`src/rtl/game_ctrl.sv`:
```
// game_ctrl: control FSM sequencing the Minesweeper datapath.
// Issues one-hot command strobes (start/load/decode/alu/display), consumes
// the matching done/status returns, filters illegal or repeated moves,
// counts accepted moves per game and traps a handshake that never completes.
//
// Ports:
//   clka, restart_n      clock, synchronous active-low reset
//   new_game             request to begin a game (IDLE/OVER/ERROR only)
//   move_valid, move_pos move strobe and requested cell index
//   *_done               datapath completion for each waited command
//   gameover, win        datapath status, sampled with alu_done
//   start..display       command strobes, one-hot, high while in their state
//   data                 accepted move index presented to the datapath
//   ready                accepting moves
//   move_rej             one-cycle pulse on a rejected move
//   won, lost            result of the last game
//   err                  handshake timeout trap
//   move_cnt             accepted moves this game (saturating)
module game_ctrl #(
  parameter int unsigned CELLS   = 25,
  parameter int unsigned TIMEOUT = 255,
  parameter int unsigned MOVE_W  = 8
) (
  input  logic              clka,
  input  logic              restart_n,
  input  logic              new_game,
  input  logic              move_valid,
  input  logic [4:0]        move_pos,
  input  logic              place_done,
  input  logic              decode_done,
  input  logic              alu_done,
  input  logic              display_done,
  input  logic              gameover,
  input  logic              win,
  output logic              start,
  output logic              load,
  output logic              decode,
  output logic              alu,
  output logic              display,
  output logic [4:0]        data,
  output logic              ready,
  output logic              move_rej,
  output logic              won,
  output logic              lost,
  output logic              err,
  output logic [MOVE_W-1:0] move_cnt
);

  localparam int unsigned     TMR_W    = $clog2(TIMEOUT + 1);
  localparam logic [TMR_W-1:0] TMR_LAST = TMR_W'(TIMEOUT - 1);

  typedef enum logic [3:0] {
    IDLE, PLACE, WAIT_MOVE, LOAD, DECODE, ALU, DISPLAY, OVER, ERROR
  } state_t;

  state_t           state;
  logic [CELLS-1:0] cleared;
  logic [TMR_W-1:0] tmr;
  logic             gm_cap;
  logic             win_cap;

  logic             done_sel;
  logic             done_ok;
  logic             tmr_exp;
  logic [CELLS-1:0] move_bit;
  logic             move_bad;

  // Done belonging to the current wait state; others are ignored.
  always_comb begin
    done_sel = 1'b0;
    case (state)
      PLACE:   done_sel = place_done;
      DECODE:  done_sel = decode_done;
      ALU:     done_sel = alu_done;
      DISPLAY: done_sel = display_done;
      default: done_sel = 1'b0;
    endcase
  end

  // First wait cycle (tmr==0) masks a done left high from the previous step.
  always_comb begin
    done_ok  = done_sel && (tmr != '0);
    tmr_exp  = (tmr == TMR_LAST);
    move_bit = CELLS'(1) << move_pos;
    move_bad = (32'(move_pos) >= CELLS) || ((cleared & move_bit) != '0);
  end

  // FSM with registered outputs: each branch sets the outputs of the state
  // being entered; strobes default low every cycle.
  always_ff @(posedge clka) begin
    if (!restart_n) begin
      state    <= IDLE;
      start    <= 1'b0;
      load     <= 1'b0;
      decode   <= 1'b0;
      alu      <= 1'b0;
      display  <= 1'b0;
      data     <= '0;
      ready    <= 1'b0;
      move_rej <= 1'b0;
      won      <= 1'b0;
      lost     <= 1'b0;
      err      <= 1'b0;
      move_cnt <= '0;
      cleared  <= '0;
      tmr      <= '0;
      gm_cap   <= 1'b0;
      win_cap  <= 1'b0;
    end else begin
      start    <= 1'b0;
      load     <= 1'b0;
      decode   <= 1'b0;
      alu      <= 1'b0;
      display  <= 1'b0;
      ready    <= 1'b0;
      move_rej <= 1'b0;

      case (state)
        IDLE, OVER, ERROR: begin
          if (new_game) begin
            state    <= PLACE;
            start    <= 1'b1;
            tmr      <= '0;
            won      <= 1'b0;
            lost     <= 1'b0;
            err      <= 1'b0;
            move_cnt <= '0;
            cleared  <= '0;
          end
        end

        PLACE: begin
          if (done_ok) begin
            state <= WAIT_MOVE;
            ready <= 1'b1;
          end else if (tmr_exp) begin
            state <= ERROR;
            err   <= 1'b1;
          end else begin
            start <= 1'b1;
            tmr   <= tmr + TMR_W'(1);
          end
        end

        WAIT_MOVE: begin
          if (move_valid && move_bad) begin
            move_rej <= 1'b1;
            ready    <= 1'b1;
          end else if (move_valid) begin
            state   <= LOAD;
            load    <= 1'b1;
            data    <= move_pos;
            cleared <= cleared | move_bit;
            if (move_cnt != '1) move_cnt <= move_cnt + MOVE_W'(1);
          end else begin
            ready <= 1'b1;
          end
        end

        // Load has no done; it lasts exactly one cycle.
        LOAD: begin
          state  <= DECODE;
          decode <= 1'b1;
          tmr    <= '0;
        end

        DECODE: begin
          if (done_ok) begin
            state <= ALU;
            alu   <= 1'b1;
            tmr   <= '0;
          end else if (tmr_exp) begin
            state <= ERROR;
            err   <= 1'b1;
          end else begin
            decode <= 1'b1;
            tmr    <= tmr + TMR_W'(1);
          end
        end

        // Status is only valid alongside alu_done, so capture it there.
        ALU: begin
          if (done_ok) begin
            state   <= DISPLAY;
            display <= 1'b1;
            tmr     <= '0;
            gm_cap  <= gameover;
            win_cap <= win;
          end else if (tmr_exp) begin
            state <= ERROR;
            err   <= 1'b1;
          end else begin
            alu <= 1'b1;
            tmr <= tmr + TMR_W'(1);
          end
        end

        // Win outranks gameover when both are reported.
        DISPLAY: begin
          if (done_ok) begin
            if (win_cap) begin
              state <= OVER;
              won   <= 1'b1;
            end else if (gm_cap) begin
              state <= OVER;
              lost  <= 1'b1;
            end else begin
              state <= WAIT_MOVE;
              ready <= 1'b1;
            end
          end else if (tmr_exp) begin
            state <= ERROR;
            err   <= 1'b1;
          end else begin
            display <= 1'b1;
            tmr     <= tmr + TMR_W'(1);
          end
        end

        default: state <= IDLE;
      endcase
    end
  end

endmodule

```
`config.mk`:
```
export PLATFORM = sky130hd
export DESIGN_NAME = game_ctrl
export DESIGN_NICKNAME = d
export VERILOG_FILES = /design/src/rtl/game_ctrl.sv
export SDC_FILE = /design/constraint.sdc
export NUM_CORES = 1
export LEC_CHECK = 0
export ABC_AREA = 1
export BUFFER_PORTS_ARGS = -buffer_cell sky130_fd_sc_hd__buf_2
export CAP_MARGIN = 20
export CORE_ASPECT_RATIO = 0.8
export CORE_MARGIN = 2
export CORE_UTILIZATION = 52
export DETAILED_ROUTE_END_ITERATION = 8
export PLACE_DENSITY_LB_ADDON = 0.12
export SYNTH_ARGS = -nofsm -noshare
export SYNTH_HDL_FRONTEND = slang
export SYNTH_SLANG_ARGS = --single-unit
```
`constraint.sdc`:
```
create_clock -name clka -period 2.5 [get_ports clka]
set_input_delay 0.125 -clock clka [delete_from_list [all_inputs] [get_ports clka]]
set_output_delay 0.125 -clock clka [all_outputs]
set_load 0.02 [all_outputs]
```
Word-level counts from Yosys, hierarchy flattened
Cells that the tools add are included.
{"block": "word_totals", "out_inout_bits": 23, "word_cells": 124, "inputBits": 15, "ff_bits": 62}
{"block": "op_classes", "n_mux": 52, "reduce_logical": 25, "bitwise_logic": 5, "addsub": 2, "shift": 1, "eq_ne": 21, "magnitude_cmp": 1}
{"op": "25-bit two-way mux", "count": 3}
{"op": "8-bit two-way mux", "count": 7}
{"op": "25-bit case mux with 2 select lines", "count": 1}
{"op": "4-bit two-way mux", "count": 8}
{"op": "8-bit case mux with 4 select lines", "count": 1}
{"op": "4-bit case mux with 7 select lines", "count": 1}
{"op": "25-bit AND", "count": 1}
{"op": "25-bit bitwise OR", "count": 1}
{"op": "25-bit nonzero test", "count": 1}
{"op": "1-bit by 5-bit left shift with 25-bit output, first input constant", "count": 1}
{"op": "2-bit != test, second input constant", "count": 10}
{"op": "1-bit two-way mux", "count": 19}
{"op": "8-bit by 1-bit adder with 8-bit output, second input constant", "count": 2}
{"op": "4-bit by 3-bit equality test with 1-bit output, second input constant", "count": 4}
{"op": "8-bit case mux with 2 select lines", "count": 1}
{"op": "1-bit case mux with 2 select lines", "count": 7}
{"op": "4-bit AND reduction", "count": 3}
{"op": "5-bit AND reduction", "count": 2}
{"op": "3-bit AND reduction", "count": 3}
{"op": "4-bit by 2-bit equality test with 1-bit output, second input constant", "count": 2}
{"op": "8-bit equality test, second input constant", "count": 1}
{"op": "8-bit != test, second input constant", "count": 1}
{"op": "8-bit nonzero test", "count": 1}
{"op": "3-bit two-way mux", "count": 2}
{"op": "other kinds (16)", "count": 24}

Longest topological paths before layout
{"block": "logic_depth", "ltp_word": 7, "depth_mapped": 15, "mapped_depth_nobuf": 14}

Worst setup path before layout
Ideal clock, no wire load.
{"block": "synth_timing", "kind": "register to register", "start": "register state[3]", "end": "register state[2]", "setup_ns": 0.118, "required_ns": 2.382, "path_buffers": 1, "slack_ns": 0.822, "t_arrival_ns": 1.560, "stages_incl_launch_ff": 14, "period_less_slack_ns": 1.678, "path_cell_list": "dfxtp_1 -> inv_1 -> nand2_1 -> nor2_1 -> nand2_1 -> nand4_1 -> nand2_2 -> inv_1 -> buf_6 -> nand2_1 -> nand2_1 -> o21ai_0 -> a21oi_1 -> a21oi_1"}
{"block": "synth_between", "elab_chain_cells": 5, "elab_cells_between_ends": 21, "classes_between": "eq/ne: 11; mux: 6; reduce/logical: 4"}
{"item": "start: declaration", "line_no": "56", "source": "state_t state;"}
{"item": "start signal: assignment", "line_no": "92", "source": "state <= IDLE;"}
{"item": "start signal: assignment", "line_no": "121", "source": "state <= PLACE;"}
{"item": "start signal: assignment", "line_no": "134", "source": "state <= WAIT_MOVE;"}
{"item": "4-bit by 3-bit equality test with 1-bit output / 4-bit by 1-bit equality test with 1-bit output (equally long branches)", "line_no": "71, 118"}
{"item": "1-bit case mux with 4 select lines", "line_no": "71", "source": "case (state)"}
{"item": "1-bit logical AND", "line_no": "82", "source": "done_ok = done_sel && (tmr != '0);"}
{"item": "4-bit two-way mux (on tied branches)"}
{"item": "4-bit case mux with 7 select lines", "line_no": "118", "source": "case (state)"}
Several ways; a longest one is shown, not always the timed one.
A chain may end at the register's enable or synchronous reset.

Worst setup path in the final report
{"block": "layout_timing", "start": "register state[3]", "end": "register tmr[7]"}
{"block": "layout_between", "elab_chain_cells": 5, "elab_cells_between_ends": 19, "classes_between": "eq/ne: 9; mux: 3; reduce/logical: 7"}
{"item": "4-bit by 3-bit equality test with 1-bit output / 4-bit by 1-bit equality test with 1-bit output (equally long branches)", "line_no": "71, 118"}
{"item": "1-bit case mux with 4 select lines", "line_no": "71"}
{"item": "1-bit logical AND", "line_no": "82"}
{"item": "8-bit two-way mux / 2-bit != test (equally long branches)"}
{"item": "8-bit case mux with 4 select lines / 3-bit AND reduction (equally long branches)"}
{"item": "end signal: assignment", "line_no": "141", "source": "tmr <= tmr + TMR_W'(1);"}
{"item": "end signal: assignment", "line_no": "177", "source": "tmr <= tmr + TMR_W'(1);"}
{"item": "end signal: assignment", "line_no": "194", "source": "tmr <= tmr + TMR_W'(1);"}
{"item": "end: declaration", "line_no": "58", "source": "logic [TMR_W-1:0] tmr;"}
Several ways; a longest one is shown, not always the timed one.

==> impl_metrics.csv <==
group,metric,value,unit
critical_path,cp.required,2.77,ns
min_path,hold_class,"in2reg",
global_routing,busiest_layer,"met2",
synthesis,synth-compound-area-share,0.143,
die,die_w,93.2,um
drt,postRouteWirelength,8460,um
cells_and_area,area_growth,13.4,%
drt,dr_total_vias,3351,
global_routing,use_met1,0.366,
drt,wl_per_cell,13.7,um
global_routing,grtUsageMet3,0.0752,
drt,ant_nets,0,
min_path,whs_path_depth,3,
clock_tree,cts-root-buf,"clkbuf_8",
synthesis,yosys.area_share.simple,0.358,
critical_path,r2r_slack,0.31,ns
pwr,ir_drop,659,uV
placement,dp_hpwl,5970,um
synthesis,ys_types,36,
drt,via_per_inst,5.42,
synthesis,synth_warnings,0,
placement,io_buffers,37,
die,start_util,0.549,
synthesis,seq_area_frac_synth,0.375,
synthesis,synth_top_family_by_area,"simple AND/OR/NAND/NOR gates",
timing,setup_viol,0,
critical_path,arrival,2.47,ns
critical_path,criticalPathCategory,"reg2reg",
timing,drv_slew,0,
cells_and_area,diodes,0,
drt,drc,0,
placement,place.gp.congestion,0.977,
synthesis,synth_edf_count,0,
global_routing,grt_max_degree,27,
die,io_pins,38,
synthesis,async_flop_share,0,
clock_tree,clock_latency,0.36,ns
min_path,hp-start,"gameover",
timing,hold_viol_final,0,
synthesis,synth_xor_area_frac,0.00793,
synthesis,synth_ff_type,"dfxtp_1",
clock_tree,numCtsBuffers,9,
clock_tree,htree_levels,3,
timing,slew_headroom,0.693,
timing,min_period,2.19,ns
synthesis,syn_area,0.00331,mm^2
timing,finalCritPeriodShare,0.878,
timing,worst_pin_slew,0.460,ns
global_routing,grt_pass1_wl,14100,um
critical_path,reg2regPathDepth,11,
die,dieArea,0.00703,mm^2
critical_path,crit_path_end_kind,"register",
synthesis,synth_cells,496,
global_routing,grt.total_usage,0.258,
min_path,whs_endpoint,"gm_cap",
synthesis,synth_nets,515,
clock_tree,post_cts_buffers,0,
timing,clock-skew-final,0.0120,ns
global_routing,overflow,0,
critical_path,worstReg2RegEnd,"tmr[7]",
placement,preCtsSetupSlack,0.285,ns
drt,drt_iter0_drc,224,
outcome,status,"completed",
synthesis,synth_fa_ha_area_frac,0.0151,
clock_tree,tritoncts,"done",
critical_path,cp_max_fo,11,
synthesis,synth.area.mux_share,0,
timing,rsz0062_at_grt,"false",
timing,setup_ws,0.305,ns
clock_tree,cts_sinks,62,
timing,setup_tns,0,ns
synthesis,synth_seq_cells,62,
pwr,cellPowerDensity,972,mW/mm^2
timing,fmax,456,MHz
pwr,p_leak,0.00163,uW
global_routing,first_global_vias,2972,
clock_tree,path_clk_slew,0.07,ns
flow_run,maxCapViolCount,0,
critical_path,r2r-start,"state[3]",
drt,dr.pass1.iters,4,
die,num_rows,25,
synthesis,avgSynthCellArea,6.68,um^2
global_routing,grt_use_met2,0.370,
global_routing,antenna_found_initial,0,
clock_tree,cts_max_path_buffers,2,
cells_and_area,drive_above_1_share,0.155,
cells_and_area,nets,551,
die,die_h,75.4,um
critical_path,cp-start-kind,"register",
die,core-area,0.00604,mm^2
[cells in the mapped netlist, types with 2 or more instances]
library cell  number  area [um^2]
buf_4              3         22.5
nor2_1            80          300
buf_2              5         25.0
nand2_2            4         25.0
buf_6              4         45.0
inv_2              4         15.0
a21oi_1           51          255
inv_1             53          199
ha_1               4         50.1
nand3_2            2         20.0
nor4_1             6         37.5
o21ai_1            5         25.0
nand4_1           32          200
nand2_1           99          372
o21ai_0           18         90.1
a21oi_2            5         43.8
dfxtp_1           62         1240
nor3_1             9         45.0
buf_1              2         7.51
nand3_1           23          115
a31oi_1            2         12.5
xor2_1             3         26.3
clkbuf_1           5         18.8
nor2_2             3         18.8
[final cells by class]
type                       instances  area, um^2
multi-input combinational        357        1740
sequential                        62        1240
fill                             543        2280
inverter                          58         218
clock buffer                       9         124
timing repair buffer              44         238
clock inverter                     7        98.8
tap                               81         101
[state kept, by name (all words and copies together) (netlist names), 4 cells and up]
signal,cells
cleared,25
move_cnt,8
tmr,8
data,5
state,4
[report_power, final]
part	internal (uW)	switching, uW	leakage, uW
combinational	420	1000	0.00101
sequential	1120	120	0.000502
clock	564	425	0.000109
[cells by family (layout without fill, tap and decap cells)]
| kind of cell | after synthesis | count (layout) |
|---|---|---|
| flops | 62 | 62 |
| buf+inv | 77 | 118 |
| simple gates | 263 | 263 |
| fa+ha+maj | 4 | 4 |
| compound gates | 87 | 87 |
| xor+xnor | 3 | 3 |
[metal layers]
layer,vias up,wire length [um]
met5,-,0
met4,0,128
met3,16,488
met2,109,3470
met1,1512,4380
li1,1714,-
[through the flow]
| step | util | cells | cell area [um^2] | hold slack (ns) | total power [uW] |
|---|---|---|---|---|---|
| final | 0.623 | 618 | 3760 | 0.0560 | 3650 |
| after global routing | 0.623 | 618 | 3760 | 0.0591 | 3910 |
| after CTS | 0.622 | 618 | 3760 | 0.0359 | 3660 |
| after detailed placement | 0.585 | 602 | 3530 | 0.412 | 2660 |
| after global placement | 0.585 | 602 | 3530 | 0.409 | 2650 |
| after floorplan | - | 496 | 3310 | 0.251 | 2310 |
[worst max-delay path, stage by stage, from the launching register on]
cell and delay [ns]:
dfxtp_1 0.32, inv_1 0.09, nand2_1 0.15, nor2_2 0.32, nand2_1 0.09, nand4_1 0.12, nand2_2 0.12, inv_1 0.28
nand2_1 0.16, nand2_2 0.19, nor2_1 0.08, a211oi_1 0.18
[layout by cell type, fill, tap and decap left out, types with 3 or more instances in the layout]
cell type,count
a21oi_1,51
a21oi_2,5
buf_2,37
buf_4,7
clkbuf_8,9
clkinv_4,3
dfxtp_1,62
ha_1,4
inv_1,53
inv_2,4
nand2_1,99
nand2_2,4
nand3_1,23
nand4_1,32
nor2_1,79
nor2_2,4
nor3_1,9
nor4_1,6
o21ai_0,18
o21ai_1,5
xor2_1,3
[what timing repair did]
item,in CTS,in global routing
endpoints found under the setup margin,0,3
gates resized for setup,0,1
endpoints found under the hold margin,0,0
hold buffers,0,0
[worst max path at each step]
stage	startpoint	end	slack [ns]	depth (start not counted)
finish	state[3]	tmr[7]	0.31	11
detailed placement	state[3]	tmr[7]	0.29	11
floorplan	state[3]	state[2]	0.82	13
global route	state[1]	tmr[7]	0.02	11
CTS	state[3]	tmr[7]	0.25	11
global placement	state[3]	tmr[7]	0.29	11
No activity file was read; power rests on OpenSTA's default activity.
